**config.mk**
```make
export PLATFORM = sky130hd
export DESIGN_NAME = mpmc11_to_handler
export DESIGN_NICKNAME = d
export VERILOG_FILES = /design/src/rtl/mpmc11_pkg.sv /design/src/rtl/mpmc11_to_handler.sv
export SDC_FILE = /design/constraint.sdc
export NUM_CORES = 1
export LEC_CHECK = 0
export ABC_AREA = 1
export ABC_CLOCK_PERIOD_IN_PS = 2100
export BUFFER_PORTS_ARGS = -buffer_cell sky130_fd_sc_hd__buf_4
export CAP_MARGIN = 25
export CELL_PAD_IN_SITES_DETAIL_PLACEMENT = 1
export CELL_PAD_IN_SITES_GLOBAL_PLACEMENT = 1
export CORE_ASPECT_RATIO = 1.25
export CORE_MARGIN = 2
export CORE_UTILIZATION = 42
export DETAILED_ROUTE_END_ITERATION = 7
export GPL_TIMING_DRIVEN = 0
export PLACE_DENSITY_LB_ADDON = 0.1
export SYNTH_ARGS = -nofsm -noshare
export SYNTH_HDL_FRONTEND = slang
export SYNTH_SLANG_ARGS = --single-unit
```
**constraint.sdc**
```tcl
create_clock -name clk -period 2.1 [get_ports clk]
set_input_delay 0.42 -clock clk [delete_from_list [all_inputs] [get_ports clk]]
set_output_delay 0.42 -clock clk [all_outputs]
set_load 0.02 [all_outputs]
```
**src/rtl/mpmc11_pkg.sv**
```systemverilog
// Shared types and defaults for the mpmc11 sequencer and its timeout handler.
package mpmc11_pkg;

  typedef enum logic [2:0] {
    IDLE = 3'd0,
    ACT  = 3'd1,
    RD   = 3'd2,
    WR   = 3'd3,
    PRE  = 3'd4,
    REF  = 3'd5
  } mpmc11_state_t;

  typedef enum logic [1:0] {
    TOH_MON   = 2'd0,
    TOH_ABORT = 2'd1,
    TOH_COOL  = 2'd2,
    TOH_FATAL = 2'd3
  } mpmc11_to_state_t;

  localparam logic [15:0] MPMC11_TO_LIMIT = 16'd500;

endpackage

```
**src/rtl/mpmc11_to_handler.sv**
```systemverilog
// Timeout watchdog for the mpmc11 sequencer: requests an abort to IDLE on a
// hang, records diagnostics and escalates to a sticky fatal flag.
module mpmc11_to_handler
  import mpmc11_pkg::*;
#(
  parameter logic [15:0] TO_LIMIT  = MPMC11_TO_LIMIT,
  parameter int          ERR_W     = 8,
  parameter int          COOLDOWN  = 8,
  parameter int          MAX_RETRY = 3
) (
  input  logic                 clk,
  input  logic                 rst,
  input  mpmc11_state_t        state,
  input  logic [15:0]          to_cnt,
  input  logic [3:0]           ch,
  input  logic                 clr_i,
  output logic                 abort_o,
  output logic                 to_err,
  output mpmc11_state_t        to_state,
  output logic [3:0]           to_ch,
  output logic [ERR_W-1:0]     to_count,
  output logic                 fatal_o,
  output mpmc11_to_state_t     dbg_fsm_o
);

  localparam int          RW       = $clog2(MAX_RETRY + 1);
  localparam int          CW       = $clog2(COOLDOWN + 2);
  localparam logic [15:0] ABT_LAST = TO_LIMIT - 16'd1;

  mpmc11_to_state_t   fsm_q;
  logic               abort_q, to_err_q, fatal_q, prev_idle_q;
  mpmc11_state_t      to_state_q;
  logic [3:0]         to_ch_q;
  logic [ERR_W-1:0]   to_count_q;
  logic [RW-1:0]      retry_q;
  logic [CW-1:0]      cool_cnt_q;
  logic [15:0]        abt_cnt_q;

  logic               hit;
  logic [ERR_W-1:0]   cnt_base_d, to_count_d;
  logic [RW-1:0]      retry_d;

  // A clear in the same cycle as a hit restarts the counts from zero
  // before the hit is applied, so the hit is never lost.
  always_comb begin
    hit        = (state != IDLE) && (to_cnt >= TO_LIMIT);
    cnt_base_d = clr_i ? '0 : to_count_q;
    to_count_d = (&cnt_base_d) ? cnt_base_d : cnt_base_d + 1'b1;
    retry_d    = (clr_i ? '0 : retry_q) + 1'b1;
  end

  // abort_o is a level request; the sequencer acknowledges it by reaching
  // IDLE, which the handler observes on the state input (no separate ready).
  always_ff @(posedge clk or posedge rst) begin
    if (rst) begin
      fsm_q       <= TOH_MON;
      abort_q     <= 1'b0;
      to_err_q    <= 1'b0;
      fatal_q     <= 1'b0;
      prev_idle_q <= 1'b1;
      to_state_q  <= IDLE;
      to_ch_q     <= 4'd0;
      to_count_q  <= '0;
      retry_q     <= '0;
      cool_cnt_q  <= '0;
      abt_cnt_q   <= 16'd0;
    end else begin
      prev_idle_q <= (state == IDLE);
      if (clr_i) begin
        to_err_q   <= 1'b0;
        to_count_q <= '0;
        fatal_q    <= 1'b0;
        retry_q    <= '0;
      end
      case (fsm_q)
        TOH_MON: begin
          if (hit) begin
            to_state_q <= state;
            to_ch_q    <= ch;
            to_count_q <= to_count_d;
            to_err_q   <= 1'b1;
            retry_q    <= retry_d;
            abort_q    <= 1'b1;
            abt_cnt_q  <= 16'd0;
            if (retry_d == RW'(MAX_RETRY)) begin
              fatal_q <= 1'b1;
              fsm_q   <= TOH_FATAL;
            end else begin
              fsm_q <= TOH_ABORT;
            end
          end else if (!prev_idle_q && state == IDLE) begin
            retry_q <= '0;
          end
        end
        TOH_ABORT: begin
          if (state == IDLE) begin
            abort_q    <= 1'b0;
            cool_cnt_q <= CW'(COOLDOWN);
            fsm_q      <= TOH_COOL;
          end else if (abt_cnt_q == ABT_LAST) begin
            fatal_q <= 1'b1;
            fsm_q   <= TOH_FATAL;
          end else begin
            abt_cnt_q <= abt_cnt_q + 16'd1;
          end
        end
        TOH_COOL: begin
          cool_cnt_q <= (cool_cnt_q == '0) ? '0 : cool_cnt_q - 1'b1;
          if (cool_cnt_q <= CW'(1)) fsm_q <= TOH_MON;
        end
        TOH_FATAL: begin
          if (clr_i) begin
            abort_q <= 1'b0;
            fsm_q   <= TOH_MON;
          end
        end
        default: fsm_q <= TOH_MON;
      endcase
    end
  end

  assign abort_o   = abort_q;
  assign to_err    = to_err_q;
  assign to_state  = to_state_q;
  assign to_ch     = to_ch_q;
  assign to_count  = to_count_q;
  assign fatal_o   = fatal_q;
  assign dbg_fsm_o = fsm_q;

endmodule

```
==> impl_results.md, run 1 <==
- Count of cell types in the netlist: 33
- CP Data Required Time: roughly 2300 ps
- Most common cell after layout, fill and taps aside: nand2_1
- First-pass detailed-route iteration total: 4
- Largest net degree at the start of global routing: 27
- Startpoint types: flop
- Clock transition at path regs: roughly 90 ps
- Final ANT Viol Nets: 0
- I/O pin count: 46
- P per Cell Area: 1074 nW/um^2
- Tot GR Track Use: 21.86%
- Clock buffer count from CTS: 5
- Dpl hpwl: 5.169 mm
- Endpoint class of the critical path: flop
- Tot Pwr: 0.003222 W
- Status: complete, no violations
- Avg WL per Cell: 14.02 um
- RSZ-0062 raised after global routing: no
- Most frequent cells in the layout: 126 x nand2_1, 52 x nor2_1, 43 x buf_4
- Die X: 72.87 um
- Post-CTS Setup Inserts: 0
- Htree depth: 2
- Synthesis-to-finish area growth: 20.50%
- Final setup violation count: 0
- Cts repair resizes: 0
- Remaining global-route overflow: 0
- Number of remaining DRC errors: 0
- F_max: 555.3 MHz
- Hold buffer count at cts: 0
- Crit share post-route: 85.76%
- Slew @ Worst Pin: 467.7 ps
- Detailed Route WL: between 6 and 7 mm
- Setup_tns: 0 ps
- Mapped Area: 2490 sq um
- Minimum clock period: 1801 ps
- Clk_skew: ~8.7 ps
- Avg Cell Area, Syn: between 7 and 8 sq um
- Final Net Count: 432
- Setup CP Type: reg -> reg
- Core Rows: 31
- Post-Syn Instances: 353
- Slew headroom: 68.58%
- First-pass GRT wire length: between 10 and 15 mm
- Sequential cell area fraction in the yosys report: 43.27%
- CP max FO: 7
- Hold Vio Cnt, Final: 0
- Die footprint: 6564 sq um
- Placed insts: 462
- Syn nets: 382
- Final std cells w/o fill: between 400 and 500
- Fin. max-slew vios: 0
- Synthesis Warnings: 0
- Leak pwr: 1.519 nW
- Worst IR Drop VDD: between 0.4 and 0.5 mV
- Vias/cell: 5.111
- Initial DRC count: 47
- Ant diodes: 0
- CTS max path bufs: 2
- Starting density of the core: 43.08%
- Clock Sinks: 43
- CTS Root Cell: clkbuf_8
- Initial antenna violation count: 0
- CTS tree: done
- Worst-Skew Late Latency: between 300 and 400 ps
- Chip height: 90.09 um
- Placer Congestion: 0.8774
- IO Port Bufs: 42
- CP Data Arrival Time: about 2000 ps
- Via count: 2402
- Core ar.: approximately 5800 sq um
- Number of global-route vias before repair: 2547
- Layout cells sized above 1: 18.07%
- Hold Crit Class: in -> async
- Max-Cap Viols: 0
- Number of synthesized register bits: 43
## sequential cells by signal, summed over array words and instances (netlist names)
register / cells
abt_cnt_q: 16
to_count: 8
cool_cnt_q: 4
to_ch: 4
to_state: 3
dbg_fsm_o: 2
retry_q: 2
abort_o: 1
fatal_o: 1
prev_idle_q: 1
to_err: 1
## per-layer routing
layer	vias to the layer above	track usage [%]	share of wire, %
met5	-	0	0
met4	0	5.247	1.1
met3	7	3.139	1.5
met2	17	42.27	58
met1	1180	24.08	40
li1	1198	-	-
## metrics by stage
stage	setup slack [ps]	cell area (sq um)	hold slack, ps	utilization, %
after CTS	316.6	3000	116.6	51.92
final	299.0	3000	112.6	51.92
after global routing	68.09	3000	137.3	51.92
after floorplan	400.8	2490	473.6	-
after detailed placement	64.80	2908	450.8	50.31
after global placement	-9.399	2888	464.8	49.97
## cells in the mapped netlist (all sizes together)
cell	instances	share of area, %
nand2	132	21
nor2	54	8.5
dfrtp	42	42
inv	37	5.8
nand3	25	5.2
o21ai	24	5.0
xor2	6	2.1
buf	5	1.8
nand4	5	1.3
a21oi	3	0.60
ha	3	1.5
nor3	3	0.60
o22ai	3	0.75
xnor2	3	1.1
or2	2	0.50
a31o	1	0.35
and2	1	0.25
clkinv	1	0.15
dfstp	1	1.1
o211ai	1	0.30
o31ai	1	0.30
## worst max-delay path, stage by stage (launching register included)
cell     delay (ps)
dfrtp_1         490
ha_1            290
nand2_1         120
nor3_1          380
nand3_1         140
nand2_1          90
nand3_1          60
o21ai_0         140
## area by class of cell
type	count	area [sq um]
plain buffers	5	43.79
multi-input cells	267	1221
clock inverters	3	23.77
inverters	38	147.6
flip-flops and latches	43	1077
clock buffers	5	68.82
fillers	780	2779
well taps	66	82.58
repair buffers	43	335.3
## final timing paths
check                              from            end  slack, ps  depth (start not counted)
setup / recovery           abt_cnt_q[0]  abt_cnt_q[14]        300                          7
hold / removal                      rst  abt_cnt_q[14]        110                          2
setup reg to reg           abt_cnt_q[0]  abt_cnt_q[14]        300                          7
hold reg to reg                to_ch[2]       to_ch[2]        490                          2
max in group asynchronous           rst    prev_idle_q       1440                          3
min in group clk                  ch[1]       to_ch[1]        290                          3
## power by group
group          switching, W  internal (W)
clock              0.000327      0.000238
sequential         0.000161       0.00104
combinational      0.000943      0.000517
total               0.00143       0.00179
## cells by family (layout without fill, tap and decap cells)
group / Yosys count / after routing / share of synthesized area [%]
AND/OR/NAND/NOR: 222 / 222 / 37.09
flip-flops: 43 / 43 / 43.27
buffers and inverters: 43 / 94 / 7.688
AO/OA/AOI/OAI: 33 / 33 / 7.287
XOR/XNOR: 9 / 9 / 3.166
adder cells (fa/ha/maj): 3 / 3 / 1.508
Power figures use the tool's default switching activity.
==> run 2, diff against run 1 <==
--- a/config.mk
+++ b/config.mk
@@ -5,7 +5,6 @@
 export SDC_FILE = /design/constraint.sdc
 export NUM_CORES = 1
 export LEC_CHECK = 0
-export ABC_AREA = 1
 export ABC_CLOCK_PERIOD_IN_PS = 2100
 export BUFFER_PORTS_ARGS = -buffer_cell sky130_fd_sc_hd__buf_4
 export CAP_MARGIN = 25
@@ -13,7 +12,7 @@
 export CELL_PAD_IN_SITES_GLOBAL_PLACEMENT = 1
 export CORE_ASPECT_RATIO = 1.25
 export CORE_MARGIN = 2
-export CORE_UTILIZATION = 42
+export CORE_UTILIZATION = 45
 export DETAILED_ROUTE_END_ITERATION = 7
 export GPL_TIMING_DRIVEN = 0
 export PLACE_DENSITY_LB_ADDON = 0.1
==> run 2 against run 1 <==
Synthesized cell count is 41% lower. Cell count down 31%. Critical path type unchanged. Via count shrank 26%. Final area down 9.2%. Clock power shrank 8.7%. Maximum frequency down 9.0%.
==> impl_results.md, run 2 <==
- Post-Syn Instances: between 200 and 250
- Largest net degree at the start of global routing: 38
- Count of cell types in the netlist: 48
- Ant diodes: 0
- CP max FO: 5
- F_max: 505.1 MHz
- I/O pin count: 46
- Cts repair resizes: 0
- Hold Vio Cnt, Final: 0
- Minimum clock period: a little under 2000 ps
- Count leader, synth: dfrtp_1
- Largest family of logic cells by synthesized area: simple AND/OR/NAND/NOR gates
- Setup CP Type: reg -> reg
- Pre-CTS WS: -101.7 ps
- Synthesis Warnings: 0
- Area contributors post-synth: dfrtp_1 48%, mux2_2 4.1%, nor2_1 3.6%, xnor2_1 3.6%, mux2i_1 3.2%
- Worst IR Drop VDD: 0.5200 mV
- Hold Crit Class: in -> async
- Final Net Count: 294
- Status: complete, no violations
- Top reg by flops: abt_cnt_q
- Slew @ Worst Pin: 539.7 ps
- Slew headroom: between 60% and 70%
- Worst-Skew Late Latency: 300 ps
- Die footprint: between 5000 and 6000 sq um
- CP Data Arrival Time: 2160 ps
- Chip height: 82.01 um
- Core Rows: 28
- Top cell type's share of synthesized area: 47.97%
- First-pass detailed-route iteration total: 4
- Clock buffer count from CTS: 5
- Compound-gate portion of the synthesized area: about 7.8%
- Syn nets: 239
- Crit path max-delay cell type: nor4_4
- Top_reg_cell synth: dfrtp_1
- Htree depth: 2
- Number of global-route vias before repair: 1885
- Final setup violation count: 0
- Avg WL per Cell: 15.91 um
- Top cells by count, synth: 42 x dfrtp_1, 21 x nor2_1, 17 x nand2_1
- Clock Sinks: 43
- Sequential cell area fraction in the yosys report: 49.17%
- R2R Setup Slk: 120 ps
- Layout cells sized above 1: 29.70%
- Startpoint types: flop
- CP Data Required Time: 2280 ps
- Mapped Area: 2191 sq um
- Asr flop ratio synth: 100.0%
- Remaining global-route overflow: 0
- Synthesis-to-finish area growth: 24.33%
- Initial antenna violation count: 0
- Vias/cell: 5.475
- Via count: between 1.5k and 2k
- Most common cell after layout, fill and taps aside: buf_4
- XOR/XNOR Fraction of Synth Area: approximately 6.8%
- CTS tree: done
- Initial DRC count: 67
- EDFF count, synth: 0
- Final ANT Viol Nets: 0
- Adder-Cell Fraction of Synth Area: around 1.7%
- CTS max path bufs: 2
- Starting density of the core: between 40% and 50%
- First-pass GRT wire length: between 8 and 9 mm
- Dpl hpwl: about 4 mm
- # fillers: approximately 550
- Number of flip-flops in the largest register: 16
- Setup_tns: 0 ps
- CTS Root Cell: clkbuf_8
- Die X: 66.41 um
- Clk_skew: around 6.1 ps
- Endpoint class of the critical path: flop
- Leak pwr: roughly 1.3 nW
- P per Cell Area: 1054 nW/um^2
- Mux contribution to synthesized area: 7.310%
- Simple-gate share of the synthesized area: between 20% and 30%
- Avg Cell Area, Syn: between 10 and 15 sq um
- Tot GR Track Use: 20.70%
- Post-CTS Setup Inserts: 0
- Most frequent cells in the layout: 49 x buf_4, 42 x dfrtp_1, 21 x nor2_1
- IO Port Bufs: 43
- Crit path cell chain: nor2b_1 -> ha_1 -> nand3_1 -> nor4_4 -> nor2_1 -> mux2_2
- Top cell type by total area after synthesis: dfrtp_1
- Tot Pwr: 0.002870 W
- Max-Cap Viols: 0
- Fin. max-slew vios: 0
- Hold buffer count at cts: 0
- Placer Congestion: 0.7327
- Detailed Route WL: 5.187 mm
- Placed Area: 2609 sq um
- Number of remaining DRC errors: 0
- Worst stage delay on the critical path: 410 ps
- Core ar.: 4730 sq um
- Final Worst Setup Slack: ~120 ps
- Crit share post-route: 94.27%
- Design Area, Final: 2724 sq um
- Number of synthesized register bits: 43
- Clock transition at path regs: 80 ps
run 2: changes by cell type in the layout (fill, tap and decap cells not counted), sizes merged, moves of 14 or more:
cell | previous run | this run
nand2 | 132 | 17
nor2 | 54 | 21
inv | 38 | 8
nand3 | 25 | 10
o21ai | 24 | 10
run 2: logic make-up after synthesis:
kind of cell | after synthesis
simple gates | 93
flops | 43
compound gates | 25
xor+xnor | 17
mux | 15
buf+inv | 14
fa+ha+maj | 3
run 2: power breakdown:
part	leakage [nW]	total (W)	switching (W)	internal [W]
Sequential	0.562	0.00119	0.000160	0.00103
Combinational	0.694	0.00117	0.000638	0.000531
Clock	0.0412	0.000516	0.000283	0.000232
run 2: final timing paths:
kind | from | to | depth (start not counted)
hold / removal | rst | to_ch[1] | 2
hold reg to reg | to_err | to_err | 1
setup / recovery | to_count[0] | to_count[1] | 6
setup reg to reg | to_count[0] | to_count[1] | 6
min in group clk | ch[1] | to_ch[1] | 2
max in group asynchronous | rst | prev_idle_q | 3
run 2: metrics by stage:
stage | hold slack (ps) | instances | util [%]
after detailed placement | 335.8 | 314 | 55.16
after global placement | 469.5 | 313 | 54.74
after CTS | 8.397 | 322 | 56.96
after floorplan | 483.1 | 210 | -
after global routing | 15.99 | 326 | 57.59
final | 7.951 | 326 | 57.59
run 2: per-layer routing:
metal	routed length [um]	part of all wire (%)	global-route usage, %
met5	0	0	0
met4	100	1.9	7.143
met3	153	2.9	4.932
met2	2830	55	36.90
met1	2102	41	24.15
run 2: worst max-delay path: cells and delay by family (launching register included):
family | cells | cell delay (ps)
flip-flops | 1 | 370
adder cells (fa/ha/maj) | 1 | 260
multiplexers | 1 | 280
AND/OR/NAND/NOR | 4 | 950
run 2: layout make-up:
type / instances / area, sq um / share of cell area, %
buffer: 6 / 46.29 / 1.700
clock buffer: 6 / 72.57 / 2.664
clock inverter: 2 / 12.51 / 0.4593
inverter: 8 / 30.03 / 1.102
multi-input combinational: 153 / 1037 / 38.08
sequential: 43 / 1077 / 39.55
tap: 60 / 75.07 / 2.756
timing repair buffer: 48 / 372.9 / 13.69
